===== src/rtl/adc_pkg.sv =====
// rtl/adc_pkg.sv - shared constants and state encoding for the ADC capture buffer
package adc_pkg;

    localparam int ADC_ADDR_W = 12;
    localparam int ADC_DATA_W = 8;

    typedef enum logic [2:0] {
        ST_IDLE    = 3'd0,
        ST_CAPTURE = 3'd1,
        ST_RD_REQ  = 3'd2,
        ST_RD_WAIT = 3'd3,
        ST_TX_HOLD = 3'd4
    } adc_state_t;

endpackage


===== src/rtl/adc_buf_ctrl.sv =====
// rtl/adc_buf_ctrl.sv - capture ADC samples into an external RAM, then drain them to a UART in order
module adc_buf_ctrl
    import adc_pkg::*;
#(
    parameter int ADDR_W = ADC_ADDR_W,
    parameter int DATA_W = ADC_DATA_W
) (
    input  logic              clk,
    input  logic              rst_n,
    input  logic              start,
    input  logic              abort,
    input  logic [ADDR_W:0]   cap_len,
    input  logic              adc_valid,
    input  logic [DATA_W-1:0] adc_data,
    output logic              ram_cea,
    output logic [ADDR_W-1:0] ram_ada,
    output logic [DATA_W-1:0] ram_din,
    output logic              ram_ceb,
    output logic [ADDR_W-1:0] ram_adb,
    output logic              ram_oce,
    output logic              ram_reset,
    input  logic [DATA_W-1:0] ram_dout,
    output logic [DATA_W-1:0] tx_data,
    output logic              tx_valid,
    input  logic              tx_ready,
    output logic              busy,
    output logic              done
);

    // Pointers and length are one bit wider than the address so a full buffer does not alias to zero.
    localparam logic [ADDR_W:0] DEPTH = {1'b1, {ADDR_W{1'b0}}};
    localparam logic [ADDR_W:0] ONE   = {{ADDR_W{1'b0}}, 1'b1};

    adc_state_t        state_q, state_d;
    logic [ADDR_W:0]   len_q, len_d;
    logic [ADDR_W:0]   wr_ptr_q, wr_ptr_d;
    logic [ADDR_W:0]   rd_ptr_q, rd_ptr_d;
    logic [DATA_W-1:0] tx_data_q, tx_data_d;
    logic              tx_valid_q, tx_valid_d;
    logic              done_q, done_d;
    logic              wr_en;
    logic              rd_en;

    assign wr_en = (state_q == ST_CAPTURE) && adc_valid;
    assign rd_en = (state_q == ST_RD_REQ);

    always_comb begin
        state_d    = state_q;
        len_d      = len_q;
        wr_ptr_d   = wr_ptr_q;
        rd_ptr_d   = rd_ptr_q;
        tx_data_d  = tx_data_q;
        tx_valid_d = tx_valid_q;
        done_d     = 1'b0;
        if (abort) begin
            state_d    = ST_IDLE;
            tx_valid_d = 1'b0;
        end else begin
            case (state_q)
                ST_IDLE: begin
                    if (start) begin
                        if (cap_len == '0) begin
                            done_d = 1'b1;
                        end else begin
                            state_d  = ST_CAPTURE;
                            len_d    = (cap_len > DEPTH) ? DEPTH : cap_len;
                            wr_ptr_d = '0;
                            rd_ptr_d = '0;
                        end
                    end
                end
                ST_CAPTURE: begin
                    if (adc_valid) begin
                        wr_ptr_d = wr_ptr_q + ONE;
                        if (wr_ptr_q == len_q - ONE) begin
                            state_d = ST_RD_REQ;
                        end
                    end
                end
                ST_RD_REQ: begin
                    state_d = ST_RD_WAIT;
                end
                ST_RD_WAIT: begin
                    tx_data_d  = ram_dout;
                    tx_valid_d = 1'b1;
                    state_d    = ST_TX_HOLD;
                end
                ST_TX_HOLD: begin
                    if (tx_ready) begin
                        rd_ptr_d   = rd_ptr_q + ONE;
                        tx_valid_d = 1'b0;
                        if (rd_ptr_q == len_q - ONE) begin
                            done_d  = 1'b1;
                            state_d = ST_IDLE;
                        end else begin
                            state_d = ST_RD_REQ;
                        end
                    end
                end
                default: begin
                    state_d    = ST_IDLE;
                    tx_valid_d = 1'b0;
                end
            endcase
        end
    end

    always_ff @(posedge clk) begin
        if (!rst_n) begin
            state_q    <= ST_IDLE;
            len_q      <= '0;
            wr_ptr_q   <= '0;
            rd_ptr_q   <= '0;
            tx_data_q  <= '0;
            tx_valid_q <= 1'b0;
            done_q     <= 1'b0;
        end else begin
            state_q    <= state_d;
            len_q      <= len_d;
            wr_ptr_q   <= wr_ptr_d;
            rd_ptr_q   <= rd_ptr_d;
            tx_data_q  <= tx_data_d;
            tx_valid_q <= tx_valid_d;
            done_q     <= done_d;
        end
    end

    // Write port follows the ADC strobe directly so no sample is delayed or lost.
    assign ram_cea   = wr_en;
    assign ram_ada   = wr_en ? wr_ptr_q[ADDR_W-1:0] : '0;
    assign ram_din   = wr_en ? adc_data : '0;
    assign ram_ceb   = rd_en;
    assign ram_adb   = rd_en ? rd_ptr_q[ADDR_W-1:0] : '0;
    assign ram_oce   = 1'b1;
    assign ram_reset = 1'b0;
    assign tx_data   = tx_data_q;
    assign tx_valid  = tx_valid_q;
    assign busy      = (state_q != ST_IDLE);
    assign done      = done_q;

endmodule

===== config.mk =====
export PLATFORM = sky130hd
export DESIGN_NAME = adc_buf_ctrl
export DESIGN_NICKNAME = d
export VERILOG_FILES = /design/src/rtl/adc_pkg.sv /design/src/rtl/adc_buf_ctrl.sv
export SDC_FILE = /design/constraint.sdc
export NUM_CORES = 1
export LEC_CHECK = 0
export BUFFER_PORTS_ARGS = -buffer_cell sky130_fd_sc_hd__buf_2
export CORE_MARGIN = 10
export CORE_UTILIZATION = 35
export CTS_BUF_LIST = sky130_fd_sc_hd__clkbuf_4
export DETAILED_ROUTE_END_ITERATION = 16
export SLEW_MARGIN = 25
export SYNTH_ARGS = -nofsm -noshare
export SYNTH_HDL_FRONTEND = slang
export SYNTH_SLANG_ARGS = --single-unit

===== constraint.sdc =====
create_clock -name clk -period 3.2 [get_ports clk]
set_input_delay 0.8 -clock clk [delete_from_list [all_inputs] [get_ports clk]]
set_output_delay 0.8 -clock clk [all_outputs]
set_load 0.03 [all_outputs]

* Word level (Yosys, flattened, before mapping)
Cells that the tools add are included.
** Operators by class
- Add/sub/neg operators :: 3
- Order comparisons :: 1
- Eq/ne operators :: 11
- Muxes and demuxes :: 24
- Bitwise gates (word level) :: 4
- Reduce and logical (&&, ||, !) cells :: 14
** Operators by type and width (count)
- 2-to-1 mux 13 bit :: 5
- one-hot mux 13 bit (2 select lines) :: 2
- adder 13 x 1 -> 13 bit, second input constant :: 2
- equality test 13 bit :: 2
- 2-to-1 mux 12 bit :: 2
- 2-to-1 mux 3 bit :: 5
- one-hot mux 3 bit (5 select lines) :: 1
- AND reduction 5 bit :: 3
- > comparator 13 bit, second input constant :: 1
- zero test 13 bit :: 1
- subtractor 13 x 1 -> 13 bit, second input constant :: 1
- 2-to-1 mux 8 bit :: 1
- != test 2 bit, second input constant :: 4
- equality test 3 x 2 -> 1 bit, second input constant :: 2
- 2-to-1 mux 1 bit :: 5
- NOT 1 bit :: 4
- AND reduction 2 bit :: 2
- AND reduction 4 bit :: 1
- nonzero test 2 bit :: 2
- equality test 3 x 1 -> 1 bit, second input constant :: 1
- equality test 3 bit, second input constant :: 1
- zero test 3 bit :: 1
- one-hot mux 1 bit (3 select lines) :: 1
- nonzero test 3 bit :: 1
- other kinds (6) :: 6
** Word-level totals
- Register bits after elaboration :: 52
- Input port bits :: 35
- Word-level logic and storage cells :: 64

* Depth between registers and ports, before layout
- Word-level depth :: 5
- Depth in mapped cells :: 11

* Worst setup path before layout
No wires, ideal clock.
- Kind :: reg-to-output
- From :: reg state_q[0]
- To :: out ram_ada[10]
- Arrival :: 1.934 ns
- Data required time :: 2.400 ns
- Slack :: 0.466 ns
- Cell stages (with the launch flop) :: 6
- Path through :: dfxtp_1 > clkbuf_1 > nor2b_1 > and3_1 > clkbuf_1 > and2_1
** Between the ends
- Word-level cells in the longest chain between the ends :: 3
** RTL lines
- start, declared :: RTL line adc_buf_ctrl.sv:34 : adc_state_t state_q, state_d;
- start signal, assigned :: RTL line adc_buf_ctrl.sv:118 : state_q <= state_d;
- equality test 3 x 1 -> 1 bit :: RTL line adc_buf_ctrl.sv:44 : assign wr_en = (state_q == ST_CAPTURE) && adc_valid;
- logical AND 1 bit :: RTL line adc_buf_ctrl.sv:44
- net ram_cea :: RTL line adc_buf_ctrl.sv:15 : output logic ram_cea,
- 2-to-1 mux 12 bit :: RTL line adc_buf_ctrl.sv:130 : assign ram_ada = wr_en ? wr_ptr_q[ADDR_W-1:0] : '0;
- end, declared :: RTL line adc_buf_ctrl.sv:16 : output logic [ADDR_W-1:0] ram_ada,
The timed path passes the listed nets, and every way through them passes these cells.

* Worst setup path in the final report
- From :: reg len_q[2]
- To :: reg done_q (netlist: done)
** Between the ends
- Word-level cells in the longest chain between the ends :: 5
** RTL lines
- start, declared :: RTL line adc_buf_ctrl.sv:35 : logic [ADDR_W:0] len_q, len_d;
- start signal, assigned :: RTL line adc_buf_ctrl.sv:119 : len_q <= len_d;
- subtractor 13 x 1 -> 13 bit :: RTL line adc_buf_ctrl.sv:92 : if (rd_ptr_q == len_q - ONE) begin
- equality test 13 bit :: RTL line adc_buf_ctrl.sv:92
- 2-to-1 mux 1 bit :: RTL line adc_buf_ctrl.sv:92
- 2-to-1 mux 1 bit :: RTL line adc_buf_ctrl.sv:89 : if (tx_ready) begin
- one-hot mux 1 bit (2 select lines) :: RTL line adc_buf_ctrl.sv:59 : case (state_q)
- end signal, assigned :: RTL line adc_buf_ctrl.sv:124 : done_q <= done_d;
- end, declared :: RTL line adc_buf_ctrl.sv:40 : logic done_q, done_d;
No other way between the ends.
A chain may end at the register's enable or synchronous reset.

==> flow_metrics.tcl <==
set metrics [dict create \
    synth_cells 444 \
    p_leak_nw 1.62 \
    clkTransAtPathRegs_ps 160 \
    critPathBufInv 0 \
    port_buffers 79 \
    reg2reg_from "len_q[2]" \
    rsz0062_at_grt "false" \
    ctsHoldBuffers 0 \
    grt.overflow.total 0 \
    grt_pass1_wl_um 16100 \
    fp-row-count 36 \
    syn-num-nets 482 \
    wirelength_um 9940 \
    fmax_mhz 362 \
    path_delay_family "simple AND/OR/NAND/NOR gates" \
    synth_top_flop_cell "dfxtp_1" \
    postCtsSetupRepairBufs 0 \
    drc_errors 0 \
    cp_max_fo 12 \
    vias_per_cell 5.17 \
    layout_min_cycle_time_ps 2760 \
    layout_common_cells "buf_2, dfxtp_1, nand2_1, nor2_1, xnor2_1" \
    status "finished, final reports clean" \
    finalMaxSlewViolations 0 \
    drt_pass1_iterations 4 \
    die_w_um 120 \
    crit_required_ps 3480 \
    yosysSeqAreaShare_pct 29.9 \
    cpPeakStageDelay_ps 600 \
    ys_types 62 \
    power_density_nw_per_um2 309 \
    synth_edf_count 0 \
    cp-endpoint "done" \
    coreArea_um2 9730 \
    fin_area_um2 4020 \
    synth-async-reset-ratio_pct 0 \
    arrival_ps 3050 \
    finalSetupTns_ps 0 \
    critPathKind "reg2reg" \
    antenna_found_initial 0 \
    vias 3301 \
    cp-startpoint "len_q[2]" \
    clk_latency_ps 390 \
    place_area_um2 3960 \
    tightest_slew_ps 676 \
    area_growth_pct 15.4 \
    cts_root_buffer "clkbuf_4" \
    cts_htree_levels 2 \
    maxSlewHeadroom_pct 54.7 \
    cts_tree "yes" \
    power_w 0.00124 \
    clock_path_buffers 2 \
    grt_pass1_vias 3239 \
    crit_chain "nor4_4 > nand3_1 > xor2_1 > nor2_1 > a2111oi_4 > nand4b_1 > a2111oi_2" \
    ys.warnings.count 0 \
    drive_gt1_share_pct 21.5 \
    start_kind "flop" \
    slowest_stage "nor4_4" \
    antenna_cells 0 \
    finalWeightedCongestion 0.861 \
    cts_buffers 5 \
    grtUsageTotal_pct 13.3 \
    final_common_cell "buf_2" \
    finalSetupViolCount 0 \
    rrSetupSlack_ps 440 \
    grt_max_degree 25 \
    cap_violations 0 \
    cp_num_cells 7 \
    reg2reg_depth 7 \
    cts_sinks 52 \
    crit_path_end_kind "flop" \
    post_drt_wl_per_cell_um 15.5 \
    skew_ps 22.6 \
    ant_nets 0 \
    fp.dieH_um 120 \
    finalHoldViolCount 0 \
    io_pins 82 \
    hold_path_class "reg2reg" \
    initial_core_util_pct 35.8 \
    nets 543 \
    r2r-end "done" \
    die-area_um2 14400 \
    drt_iter0_drc 220 \
    cts_resized 0 \
    yosys_register_bits 52 \
    post-route-period-util_pct 86.3 \
    syn-mean-instance-area_um2 7.85 \
    dp_hpwl_um 7860 \
    syn_area_um2 3490 \
    ir_drop_mv 0.166 \
]
cells in the mapped netlist, types with 4 or more instances:
master	count	area (um2)
dfxtp_1	52	1040
nand2_1	38	143
nor2_1	34	128
clkbuf_1	26	97.6
xnor2_1	26	228
and2_1	21	131
a21oi_1	18	90.1
o21ai_0	17	85.1
and3_1	16	100
nand3b_1	14	105
nor3_1	14	70.1
xor2_1	14	123
inv_1	12	45.0
or3_1	12	75.1
a21boi_0	11	82.6
a21boi_1	10	75.1
nand3_1	10	50.1
nand4_1	8	50.1
nor2b_1	8	50.1
nand2b_1	5	31.3
buf_2	4	20.0
nand4b_1	4	35.0
nor3b_1	4	30.0
nor4_1	4	25.0
or4_1	4	30.0
worst register-to-register path, stage by stage (launching register included):
cell and delay, ps:
dfxtp_1 490, nor4_4 600, nand3_1 200, xor2_1 290, nor2_1 110, a2111oi_4 370
nand4b_1 170, a2111oi_2 430
where the power goes:
group / switching [W] / internal, W / total [W]
Sequential: 0.0000187 / 0.000657 / 0.000675
Clock: 0.000223 / 0.0000970 / 0.000320
Combinational: 0.000140 / 0.000106 / 0.000246
worst min-delay path by stage:
| stage | startpoint | slack [ps] | endpoint | cells after the start |
|---|---|---|---|---|
| 2_1_floorplan | wr_ptr_q[8] | 470 | wr_ptr_q[8] | 2 |
| 3_3_place_gp | tx_data[7] | 470 | tx_data[7] | 2 |
| 3_5_place_dp | tx_data[1] | 470 | tx_data[1] | 2 |
| 4_1_cts | tx_data[1] | 490 | tx_data[1] | 2 |
| 5_1_grt | tx_data[0] | 510 | tx_data[0] | 2 |
| 6_report | tx_data[1] | 500 | tx_data[1] | 2 |
per-layer routing:
metal,wire [um],part of all wire (%),vias to the layer above,track usage (%)
met1,4540,46,1516,17.0
met5,0,0,-,0
met3,693,7.0,8,3.52
met2,4620,46,92,22.0
met4,89,0.90,0,2.64
li1,-,-,1685,-
metrics by stage:
stage | util, % | setup slack, ps | std cells | hold slack [ps]
finish | 41.4 | 438 | 639 | 496
global route | 41.4 | 234 | 639 | 514
CTS | 41.3 | 409 | 639 | 494
detailed placement | 40.7 | 259 | 631 | 474
global placement | 40.7 | 309 | 631 | 465
floorplan | - | 466 | 444 | 466
cell families (layout without fill, tap and decap cells):
| logic type | after synthesis | after routing | synth area share, % |
|---|---|---|---|
| XOR/XNOR | 40 | 40 | 10.1 |
| multiplexers | 3 | 3 | 0.861 |
| other | 2 | 2 | 0.215 |
| adder cells (fa/ha/maj) | 3 | 3 | 1.08 |
| AO/OA/AOI/OAI | 88 | 88 | 18.0 |
| flip-flops | 52 | 52 | 29.9 |
| AND/OR/NAND/NOR | 210 | 210 | 34.2 |
| buffers and inverters | 46 | 108 | 5.74 |
final cells by class:
| type | instances | area, um2 |
|---|---|---|
| well taps | 133 | 166 |
| fillers | 1023 | 5710 |
| flip-flops and latches | 52 | 1040 |
| clock buffers | 6 | 45.0 |
| multi-input cells | 346 | 2250 |
| repair buffers | 88 | 463 |
| clock inverters | 2 | 13.8 |
| inverters | 12 | 45.0 |
registers in the layout (all words and copies together), names as in the netlist:
signal / count
tx_data: 8
rd_ptr_q: 13
tx_valid: 1
len_q: 13
wr_ptr_q: 13
done: 1
state_q: 3
Power figures use the tool's default switching activity.
